**src/rtl/lisa_ssa_operand_fetch_if.sv**
```systemverilog
// Bus bundle for the SSA operand-fetch stage.
// Groups three signal sets: the decode handshake (in_*), the register-file
// read ports (raddr/rdata/rvalid) and the execute handshake (out_*).
// stall_count is carried here as well.
// master: the operand-fetch stage.  slave: the surrounding pipeline/regfile.
interface lisa_ssa_operand_fetch_if #(
  parameter int unsigned DATA_W = 32,
  parameter int unsigned TAG_W  = 8
);
  // Decode side
  logic              in_valid;
  logic              in_ready;
  logic [7:0]        in_src0;
  logic [7:0]        in_src1;
  logic [7:0]        in_src2;
  logic [2:0]        in_use;
  logic [TAG_W-1:0]  in_tag;

  // Register-file read ports
  logic [7:0]        raddr0;
  logic [7:0]        raddr1;
  logic [7:0]        raddr2;
  logic [DATA_W-1:0] rdata0;
  logic [DATA_W-1:0] rdata1;
  logic [DATA_W-1:0] rdata2;
  logic              rvalid0;
  logic              rvalid1;
  logic              rvalid2;

  // Execute side
  logic              out_valid;
  logic              out_ready;
  logic [DATA_W-1:0] out_op0;
  logic [DATA_W-1:0] out_op1;
  logic [DATA_W-1:0] out_op2;
  logic [TAG_W-1:0]  out_tag;
  logic              out_err;
  logic [31:0]       stall_count;

  modport master (
    input  in_valid, in_src0, in_src1, in_src2, in_use, in_tag,
    input  rdata0, rdata1, rdata2, rvalid0, rvalid1, rvalid2,
    input  out_ready,
    output in_ready, raddr0, raddr1, raddr2,
    output out_valid, out_op0, out_op1, out_op2, out_tag, out_err, stall_count
  );

  modport slave (
    output in_valid, in_src0, in_src1, in_src2, in_use, in_tag,
    output rdata0, rdata1, rdata2, rvalid0, rvalid1, rvalid2,
    output out_ready,
    input  in_ready, raddr0, raddr1, raddr2,
    input  out_valid, out_op0, out_op1, out_op2, out_tag, out_err, stall_count
  );
endinterface

```
**src/rtl/lisa_ssa_operand_fetch.sv**
```systemverilog
// Operand-fetch stage between decode and execute.
// The stage latches one instruction with up to three SSA source IDs.
// It drives the register-file read ports from those latched IDs and waits
// until every used operand is valid. It then captures the operand bundle
// and offers it to execute over a valid/ready handshake.
// A wait of TIMEOUT unmet cycles releases the bundle early with out_err set.
// TIMEOUT = 0 means the stage never times out.
// Ports:
//   clk, rst_n : clock; asynchronous active-low reset
//   bus        : master view of lisa_ssa_operand_fetch_if
//                (decode handshake, regfile read ports, execute handshake,
//                 stall_count)
// bus.in_ready is combinational. It depends on the state and on out_ready,
// so that a new instruction can be accepted on the same edge as the
// execute handshake. All other outputs are registered.
module lisa_ssa_operand_fetch #(
  parameter int unsigned DATA_W  = 32,
  parameter int unsigned TAG_W   = 8,
  parameter int unsigned TIMEOUT = 1023
) (
  input  logic                    clk,
  input  logic                    rst_n,
  lisa_ssa_operand_fetch_if.master bus
);

  localparam int unsigned WAIT_W = 16;
  localparam int unsigned CNT_W  = 32;
  localparam logic        TIMEOUT_EN = (TIMEOUT != 0);
  localparam logic [WAIT_W-1:0] WAIT_LAST =
    WAIT_W'((TIMEOUT == 0) ? 0 : (TIMEOUT - 1));

  typedef enum logic [1:0] {
    S_IDLE = 2'd0,
    S_WAIT = 2'd1,
    S_OUT  = 2'd2
  } state_e;

  state_e state_q, state_d;

  logic [7:0]        src0_q, src1_q, src2_q;
  logic [2:0]        use_q;
  logic [TAG_W-1:0]  tag_q;
  logic [WAIT_W-1:0] wait_q;
  logic [CNT_W-1:0]  stall_q;
  logic [DATA_W-1:0] op0_q, op1_q, op2_q;
  logic [TAG_W-1:0]  out_tag_q;
  logic              out_err_q;
  logic              out_valid_q;

  logic [2:0] rvalid_v;
  logic       all_ok;
  logic       timeout_hit;
  logic       in_ready_c;
  logic       accept;
  logic       capture;
  logic       unmet;

  assign rvalid_v = {bus.rvalid2, bus.rvalid1, bus.rvalid0};

  // Next state plus the handshake and wait qualifiers.
  always_comb begin
    state_d     = state_q;
    all_ok      = &(~use_q | rvalid_v);
    in_ready_c  = (state_q == S_IDLE) | ((state_q == S_OUT) & bus.out_ready);
    accept      = bus.in_valid & in_ready_c;
    unmet       = (state_q == S_WAIT) & ~all_ok;
    timeout_hit = TIMEOUT_EN & unmet & (wait_q == WAIT_LAST);
    capture     = (state_q == S_WAIT) & (all_ok | timeout_hit);

    case (state_q)
      S_IDLE: if (accept) state_d = S_WAIT;
      S_WAIT: if (capture) state_d = S_OUT;
      S_OUT: begin
        if (bus.out_ready) state_d = accept ? S_WAIT : S_IDLE;
      end
      default: state_d = S_IDLE;
    endcase
  end

  // State register.
  always_ff @(posedge clk or negedge rst_n) begin
    if (!rst_n) state_q <= S_IDLE;
    else        state_q <= state_d;
  end

  // Instruction latch, wait/stall counters and bundle capture.
  always_ff @(posedge clk or negedge rst_n) begin
    if (!rst_n) begin
      src0_q      <= '0;
      src1_q      <= '0;
      src2_q      <= '0;
      use_q       <= '0;
      tag_q       <= '0;
      wait_q      <= '0;
      stall_q     <= '0;
      op0_q       <= '0;
      op1_q       <= '0;
      op2_q       <= '0;
      out_tag_q   <= '0;
      out_err_q   <= 1'b0;
      out_valid_q <= 1'b0;
    end else begin
      if (accept) begin
        src0_q <= bus.in_src0;
        src1_q <= bus.in_src1;
        src2_q <= bus.in_src2;
        use_q  <= bus.in_use;
        tag_q  <= bus.in_tag;
        wait_q <= '0;
      end else if (unmet) begin
        wait_q <= wait_q + WAIT_W'(1);
      end

      if (unmet && (stall_q != {CNT_W{1'b1}})) stall_q <= stall_q + CNT_W'(1);

      // A slot that is unused, or still invalid at timeout, is captured as 0.
      if (capture) begin
        op0_q     <= (use_q[0] & bus.rvalid0) ? bus.rdata0 : '0;
        op1_q     <= (use_q[1] & bus.rvalid1) ? bus.rdata1 : '0;
        op2_q     <= (use_q[2] & bus.rvalid2) ? bus.rdata2 : '0;
        out_tag_q <= tag_q;
        out_err_q <= ~all_ok;
      end

      out_valid_q <= (state_d == S_OUT);
    end
  end

  assign bus.in_ready    = in_ready_c;
  assign bus.raddr0      = src0_q;
  assign bus.raddr1      = src1_q;
  assign bus.raddr2      = src2_q;
  assign bus.out_valid   = out_valid_q;
  assign bus.out_op0     = op0_q;
  assign bus.out_op1     = op1_q;
  assign bus.out_op2     = op2_q;
  assign bus.out_tag     = out_tag_q;
  assign bus.out_err     = out_err_q;
  assign bus.stall_count = stall_q;

endmodule
```
**src/flat_wrapper.sv**
```systemverilog
// flat-port wrapper written by rule: the top's interface ports become plain ports
module lisa_ssa_operand_fetch_flat 
#(
  parameter int unsigned DATA_W  = 32,
  parameter int unsigned TAG_W   = 8,
  parameter int unsigned TIMEOUT = 1023
)
  (clk, rst_n, bus_in_valid, bus_in_src0, bus_in_src1, bus_in_src2, bus_in_use, bus_in_tag, bus_rdata0, bus_rdata1, bus_rdata2, bus_rvalid0, bus_rvalid1, bus_rvalid2, bus_out_ready, bus_in_ready, bus_raddr0, bus_raddr1, bus_raddr2, bus_out_valid, bus_out_op0, bus_out_op1, bus_out_op2, bus_out_tag, bus_out_err, bus_stall_count);
  lisa_ssa_operand_fetch_if #(.DATA_W(DATA_W), .TAG_W(TAG_W)) bus_i ();
  input  logic clk;
  input  logic rst_n;
  input wire logic [$bits(bus_i.in_valid)-1:0] bus_in_valid;
  input wire logic [$bits(bus_i.in_src0)-1:0] bus_in_src0;
  input wire logic [$bits(bus_i.in_src1)-1:0] bus_in_src1;
  input wire logic [$bits(bus_i.in_src2)-1:0] bus_in_src2;
  input wire logic [$bits(bus_i.in_use)-1:0] bus_in_use;
  input wire logic [$bits(bus_i.in_tag)-1:0] bus_in_tag;
  input wire logic [$bits(bus_i.rdata0)-1:0] bus_rdata0;
  input wire logic [$bits(bus_i.rdata1)-1:0] bus_rdata1;
  input wire logic [$bits(bus_i.rdata2)-1:0] bus_rdata2;
  input wire logic [$bits(bus_i.rvalid0)-1:0] bus_rvalid0;
  input wire logic [$bits(bus_i.rvalid1)-1:0] bus_rvalid1;
  input wire logic [$bits(bus_i.rvalid2)-1:0] bus_rvalid2;
  input wire logic [$bits(bus_i.out_ready)-1:0] bus_out_ready;
  output wire logic [$bits(bus_i.in_ready)-1:0] bus_in_ready;
  output wire logic [$bits(bus_i.raddr0)-1:0] bus_raddr0;
  output wire logic [$bits(bus_i.raddr1)-1:0] bus_raddr1;
  output wire logic [$bits(bus_i.raddr2)-1:0] bus_raddr2;
  output wire logic [$bits(bus_i.out_valid)-1:0] bus_out_valid;
  output wire logic [$bits(bus_i.out_op0)-1:0] bus_out_op0;
  output wire logic [$bits(bus_i.out_op1)-1:0] bus_out_op1;
  output wire logic [$bits(bus_i.out_op2)-1:0] bus_out_op2;
  output wire logic [$bits(bus_i.out_tag)-1:0] bus_out_tag;
  output wire logic [$bits(bus_i.out_err)-1:0] bus_out_err;
  output wire logic [$bits(bus_i.stall_count)-1:0] bus_stall_count;
  assign bus_i.in_valid = bus_in_valid;
  assign bus_i.in_src0 = bus_in_src0;
  assign bus_i.in_src1 = bus_in_src1;
  assign bus_i.in_src2 = bus_in_src2;
  assign bus_i.in_use = bus_in_use;
  assign bus_i.in_tag = bus_in_tag;
  assign bus_i.rdata0 = bus_rdata0;
  assign bus_i.rdata1 = bus_rdata1;
  assign bus_i.rdata2 = bus_rdata2;
  assign bus_i.rvalid0 = bus_rvalid0;
  assign bus_i.rvalid1 = bus_rvalid1;
  assign bus_i.rvalid2 = bus_rvalid2;
  assign bus_i.out_ready = bus_out_ready;
  assign bus_in_ready = bus_i.in_ready;
  assign bus_raddr0 = bus_i.raddr0;
  assign bus_raddr1 = bus_i.raddr1;
  assign bus_raddr2 = bus_i.raddr2;
  assign bus_out_valid = bus_i.out_valid;
  assign bus_out_op0 = bus_i.out_op0;
  assign bus_out_op1 = bus_i.out_op1;
  assign bus_out_op2 = bus_i.out_op2;
  assign bus_out_tag = bus_i.out_tag;
  assign bus_out_err = bus_i.out_err;
  assign bus_stall_count = bus_i.stall_count;
  lisa_ssa_operand_fetch #(.DATA_W(DATA_W), .TAG_W(TAG_W), .TIMEOUT(TIMEOUT)) u_core (.clk(clk), .rst_n(rst_n), .bus(bus_i));
endmodule
```
**config.mk**
```make
export PLATFORM = sky130hd
export DESIGN_NAME = lisa_ssa_operand_fetch_flat
export DESIGN_NICKNAME = d
export VERILOG_FILES = /design/src/rtl/lisa_ssa_operand_fetch_if.sv /design/src/rtl/lisa_ssa_operand_fetch.sv /design/src/flat_wrapper.sv
export SDC_FILE = /design/constraint.sdc
export NUM_CORES = 1
export LEC_CHECK = 0
export CAP_MARGIN = 20
export CORE_MARGIN = 3
export CORE_UTILIZATION = 53
export CTS_CLUSTER_SIZE = 16
export DETAILED_ROUTE_END_ITERATION = 10
export DONT_BUFFER_PORTS = 1
export PLACE_DENSITY = 0.78
export SYNTH_ARGS = -nofsm -noshare
export SYNTH_HDL_FRONTEND = slang
export SYNTH_SLANG_ARGS = --single-unit
```
**constraint.sdc**
```tcl
create_clock -name clk -period 2.3 [get_ports clk]
set_clock_uncertainty 0.1 [all_clocks]
set_input_delay 0.345 -clock clk [delete_from_list [all_inputs] [get_ports clk]]
set_output_delay 0.345 -clock clk [all_outputs]
set_load 0.02 [all_outputs]
```
Word level (Yosys, flattened, before mapping)
Index checks and enable logic that the tools add are counted.

word-level totals
  output and inout port bits = 163
  logic and storage cells = 48
  flip-flop bits (word level) = 191
  input port bits = 138

cells by class
  eq/ne operators = 5
  reduce and logical (&&, ||, !) cells = 4
  bitwise gates (word level) = 13
  $add $sub $neg = 2
  multiplexer cells = 10

operator list
  operator                                                                  count
  32-bit two-way mux                                                        3
  32-bit by 1-bit adder with 32-bit output (second input constant)          1
  16-bit two-way mux                                                        2
  32-bit != test (second input constant)                                    1
  16-bit by 1-bit adder with 16-bit output (second input constant)          1
  16-bit by 10-bit equality test with 1-bit output (second input constant)  1
  1-bit AND                                                                 8
  2-bit two-way mux                                                         3
  2-bit one-hot mux with 3 select lines                                     1
  2-bit equality test (second input constant)                               2
  3-bit NOT                                                                 1
  3-bit bitwise OR                                                          1
  3-bit AND reduction                                                       1
  2-bit by 1-bit equality test with 1-bit output (second input constant)    1
  2-bit logical NOT                                                         1
  1-bit bitwise OR                                                          2
  2-bit nonzero test                                                        1
  1-bit logical AND                                                         1
  1-bit two-way mux                                                         1
  1-bit NOT                                                                 1

Longest topological paths before layout
  word-level depth = 11
  gate-level depth with buffers = 8
  gate-level depth less buffers = 6

Worst setup path after synthesis
No wires, ideal clock.

  kind = reg-to-reg
  start = reg u_core.wait_q[0]
  end = reg u_core.op0_q[19] (netlist: u_core.bus.out_op0[19])
  slack = 46 ps
  stages on the path, launching flop included = 9
  required time = 2075 ps
  buffers on the path = 2
  arrival = 2029 ps
  path through = dfrtp_1 -> inv_1 -> ha_1 -> or4b_1 -> nor4_4 -> o21ai_2 -> buf_6 -> buf_6 -> mux2_4

on the way
  word-level cells in the longest chain between the ends = 4

RTL lines
  what                                              line                           text
  start, declared                                   lisa_ssa_operand_fetch.sv:43   logic [WAIT_W-1:0] wait_q;
  start signal, assigned                            lisa_ssa_operand_fetch.sv:111  wait_q <= wait_q + WAIT_W'(1);
  16-bit by 10-bit equality test with 1-bit output  lisa_ssa_operand_fetch.sv:67   timeout_hit = TIMEOUT_EN & unmet & (wait_q == WAIT_LAST);
  1-bit AND                                         lisa_ssa_operand_fetch.sv:67
  1-bit bitwise OR                                  lisa_ssa_operand_fetch.sv:68   capture = (state_q == S_WAIT) & (all_ok | timeout_hit);
  1-bit AND                                         lisa_ssa_operand_fetch.sv:68
  end signal, assigned                              lisa_ssa_operand_fetch.sv:118  op0_q <= (use_q[0] & bus.rvalid0) ? bus.rdata0 : '0;
  end, declared                                     lisa_ssa_operand_fetch.sv:45   logic [DATA_W-1:0] op0_q, op1_q, op2_q;

Every way passes these cells.
A chain may end at the register's enable or synchronous reset.

Worst setup path in the final report
  start = reg u_core.wait_q[1]
  end = reg u_core.op1_q[14] (netlist: u_core.bus.out_op1[14])

on the way
  word-level cells in the longest chain between the ends = 4

RTL lines
  what                                              line                           text
  16-bit by 10-bit equality test with 1-bit output  lisa_ssa_operand_fetch.sv:67
  1-bit AND                                         lisa_ssa_operand_fetch.sv:67
  1-bit bitwise OR                                  lisa_ssa_operand_fetch.sv:68
  1-bit AND                                         lisa_ssa_operand_fetch.sv:68
  end signal, assigned                              lisa_ssa_operand_fetch.sv:119  op1_q <= (use_q[1] & bus.rvalid1) ? bus.rdata1 : '0;
  end, declared                                     lisa_ssa_operand_fetch.sv:45

Every way passes these cells.

==> results <==
- The run finished, with violations left.
- The final reports fail on hold timing.
- The synthesized net count is 865.
- The combinational cell fraction of total power is 24.7%.
- The clock root buffer is clkbuf_16.
- The flop and latch count out of synthesis is 191.
- The final-report max-slew violation count is 0.
- Among cell families on the critical path, the largest total delay comes from simple AND/OR/NAND/NOR gates.
- The initial utilization of the core area, before any placement, comes to between 50% and 60%.
- In the final timing run, aggregate negative setup slack is 0 ps.
- The cell area after placement is 0.00901 mm².
- The die covers 0.0177 mm².
- The register clock-pin slew on the reported worst setup and hold paths is 70 ps.
- The analysis attributes to net switching a power of 3950 µW.
- The number of buffer and inverter stages on the critical path is 1.
- Across the VDD grid, the largest voltage drop is 0.679 mV.
- The clock network latency to the later pin of the worst-skew pair is 420 ps.
- The number of iterations in the first detailed-routing pass is 4.
- The number of buffers inserted during clock tree synthesis is 17.
- After clock tree synthesis, the flow added hold-fix buffers numbering 35.
- For this run, the total global-route usage over all layers was measured as between 20% and 30%.
- In this run, distinct cell masters in the synthesized netlist total 39.
- The critical-path maximum fanout is 37.
- The clock drives between 150 and 200 sinks.
- The start-to-end type of the worst setup path is reg -> reg.
- Yosys attributes the largest share of cell area to dfrtp_1 56%, mux2_2 8.8%, and3_1 7.8%.
- The DRC violation count after routing is 0.
- After routing the design area is ~0.01 mm².
- The clock tree synthesis step divided the H-tree into 4 levels.
- The number of cells produced by synthesis is 724.
- The area of all sequential standard cells is 0.00478 mm².
- The cell with the largest stage delay on the worst path is or4b_1.
- The floorplan core area is about 0.015 mm².
- STA classifies the critical path startpoint as a flop.
- The remaining global-route overflow is 0.
- The count of boundary I/O pins is 301.
- The placed wire-length estimate is between 10 and 15 mm.
- The die is roughly 130 µm wide.
- The post-route antenna net violation count is 0.
- The final design utilization is 64.4%.
- The detail-routed net length per standard cell is 20.4 µm.
- The first-pass GRT wire length is 33.2 mm.
- From synthesis to final layout, the design area changed by 16.7%.
- The count of buffers from port buffering is 0.
- In the layout the commonest cells are 191 x dfrtp_1, 124 x nand2_1, 106 x and3_1.
- The clock network is responsible for between 20% and 30% of the overall power.
- The number of vias in the routed layout is between 5,000 and 6,000.
- The number of max-capacitance violations reported is 0.
- After floorplanning, the core was divided into 45 placement rows.
- The wire length reported by the detailed router is 20.7 mm.
- The initial antenna violation count was 3.
- The routability congestion estimate is a little over 0.8.
- After layout, the worst path uses 94.7% of the clock period.
- Setup repair after global routing left no endpoint under its margin.
- The required time at the endpoint of the critical path is about 2500 ps.
- STA classifies the critical path endpoint as a flop.
- The number of global-route vias before repair was 6,148.
- The final hold violation count is approximately 190.
- During synthesis, Yosys emitted a total of 0 warnings.
- The violation count after the first detailed-routing iteration is 417.
- The switching portion of total power is a little over a third.
- The area of the multi-input gates is 0.00358 mm².
- The vias per cell is 5.80.
- The tightest min-delay check is of the in -> async type.
- The minimum clock period after layout is approximately 2200 ps.
- In this run, flip-flops and latches consume 48.4% of the power.
- The analysis attributes to cell leakage a power of approximately 0.0052 µW.
- The worst-case clock buffer depth is 2.
- The count of buffers added by post-CTS timing repair for setup is 0.
- On the worst path, the slowest cell contributes a delay of roughly 480 ps.
- Traced cell by cell, the critical path runs through ha_1, or4b_1, nor4_4, o21ai_4, buf_12, mux2_4.
- Fill cells in the final layout number approximately 1,100.
- Sequential cells were found to cover between 50% and 60% of the synthesized design area.
- The CTS tree is built.
- The total internal power is 7150 µW.
- The achievable frequency is approximately 0.46 GHz.
- The most area-hungry cell type in the Yosys netlist is dfrtp_1.
- Leaving out fill and tap cells, the most frequent cell in the layout is dfrtp_1.
- Entering global routing, the biggest net connects 192 pins.
- The transition time at the pin with the least slew margin is 507 ps.
- The number of endpoints failing setup at the final stage is 0.
- The mean cell area of the mapped netlist is 11.8 µm².
- The vertical die dimension is 133 µm.
- The combined area of all synthesized cells is approximately 0.0085 mm².
- The proportion of netlist area held by the largest area contributor is 56.0%.
- The data arrival time at the worst-slack endpoint is 2370 ps.
- Power spread over the standard cell area amounts to 1110 mW/mm².
- The ratio of cells with drive above 1 in the final layout is 24.3%.
- The net count reported at finish is 928.
- The remaining max-slew budget at the tightest pin is 66.0%.
- Across all hold checks on the routed design, the worst slack comes to -486 ps.
registers in the layout, summed over array words and instances (netlist names), 16 cells and up:
register / flops
u_core.bus.out_op1: 32
u_core.bus.stall_count: 32
u_core.wait_q: 16
u_core.bus.out_op0: 32
u_core.bus.out_op2: 32
worst register-to-register path, stage by stage, from the launching register on:
cell	delay, ps
dfrtp_1	400
ha_1	160
or4b_1	480
nor4_4	230
o21ai_4	130
buf_12	230
mux2_4	340
layout make-up:
class / instances / share of cell area [%]
diodes: 2 / 0.0502
clock buffers: 18 / 4.40
clock inverters: 13 / 1.61
inverters: 2 / 0.0753
multi-input cells: 492 / 35.9
flip-flops and latches: 191 / 47.9
well taps: 211 / 2.65
repair buffers: 83 / 7.42
synth_stat cells:
| library cell | n |
|---|---|
| o211ai_1 | 2 |
| a311oi_1 | 1 |
| and2_1 | 2 |
| o21ai_2 | 1 |
| inv_1 | 2 |
| mux2_2 | 67 |
| xnor2_1 | 25 |
| nor4_2 | 2 |
| ha_1 | 3 |
| a2111oi_4 | 1 |
| nor3_1 | 3 |
| dfrtp_1 | 191 |
| and4_1 | 3 |
| buf_6 | 5 |
| or4_4 | 1 |
| or4_1 | 1 |
| nor4_1 | 2 |
| nor2_1 | 21 |
| nor4b_2 | 1 |
| buf_2 | 7 |
| clkbuf_1 | 27 |
| nand2b_1 | 5 |
| o31ai_2 | 1 |
| and3_1 | 106 |
| o31ai_1 | 1 |
| xor2_1 | 16 |
| or3_1 | 2 |
| nor2b_1 | 5 |
| o21ai_0 | 7 |
| mux2_4 | 38 |
| nor4_4 | 1 |
| a21oi_1 | 4 |
| a311oi_2 | 1 |
| nand3_1 | 21 |
| a31oi_1 | 3 |
| nor4b_1 | 1 |
| nand2_1 | 124 |
| nand4_1 | 19 |
| or4b_1 | 1 |
path summary, 6_finish.rpt:
kind | from | slack, ps | to | cells past startpoint
setup / recovery | u_core.wait_q[1] | 120 | u_core.bus.out_op1[14] | 6
hold / removal | rst_n | -490 | u_core.bus.stall_count[11] | 0
setup reg to reg | u_core.wait_q[1] | 120 | u_core.bus.out_op1[14] | 6
hold reg to reg | u_core.tag_q[7] | 370 | u_core.tag_q[7] | 2
max in group asynchronous | rst_n | 2170 | u_core.bus.raddr2[0] | 0
min in group clk | bus_out_ready | 60 | u_core.state_q[1] | 2
routing by layer:
| layer | routed length, µm | vias to the layer above | global-route usage (%) |
|---|---|---|---|
| met5 | 13 | - | 0 |
| met4 | 439 | 2 | 8.43 |
| met3 | 1650 | 33 | 7.34 |
| met2 | 10900 | 257 | 40.8 |
| met1 | 7670 | 2932 | 27.5 |
| li1 | - | 2647 | - |
cell families after synthesis:
group | Yosys count | synth area share (%)
compound gates | 22 | 1.98
xor+xnor | 41 | 4.20
fa+ha+maj | 3 | 0.439
buf+inv | 41 | 2.34
flops | 191 | 56.0
mux | 105 | 15.5
simple gates | 321 | 19.6
power by group through the flow:
| stage | Clock [µW] | Sequential (µW) | Combinational, µW |
|---|---|---|---|
| 5_1_grt | 3180 | 5460 | 3030 |
| 4_1_cts | 3050 | 5380 | 2720 |
| 3_3_place_gp | 0 | 5400 | 2520 |
| 6_report | 2980 | 5380 | 2740 |
| 2_1_floorplan | 0 | 5310 | 2050 |
| 3_5_place_dp | 0 | 5420 | 2670 |
through the flow:
step / instances / hold WS (ps) / power, µW / worst slack (ps)
after CTS: 1010 / -504 / 11100 / 40.4
after global routing: 1012 / -512 / 11700 / 2.93
after floorplan: 724 / -50.6 / 7360 / 46.0
after global placement: 944 / -43.7 / 7910 / 37.2
after detailed placement: 944 / -45.8 / 8090 / -1.32
final: 1012 / -486 / 11100 / 122
repair_timing:
action / CTS / global route
endpoints found under the hold margin: 226 / 191
pin swaps: 0 / 2
resized for setup: 1 / 1
endpoints found under the setup margin: 8 / 106
Note: power is estimated with default switching activity, not from simulation.
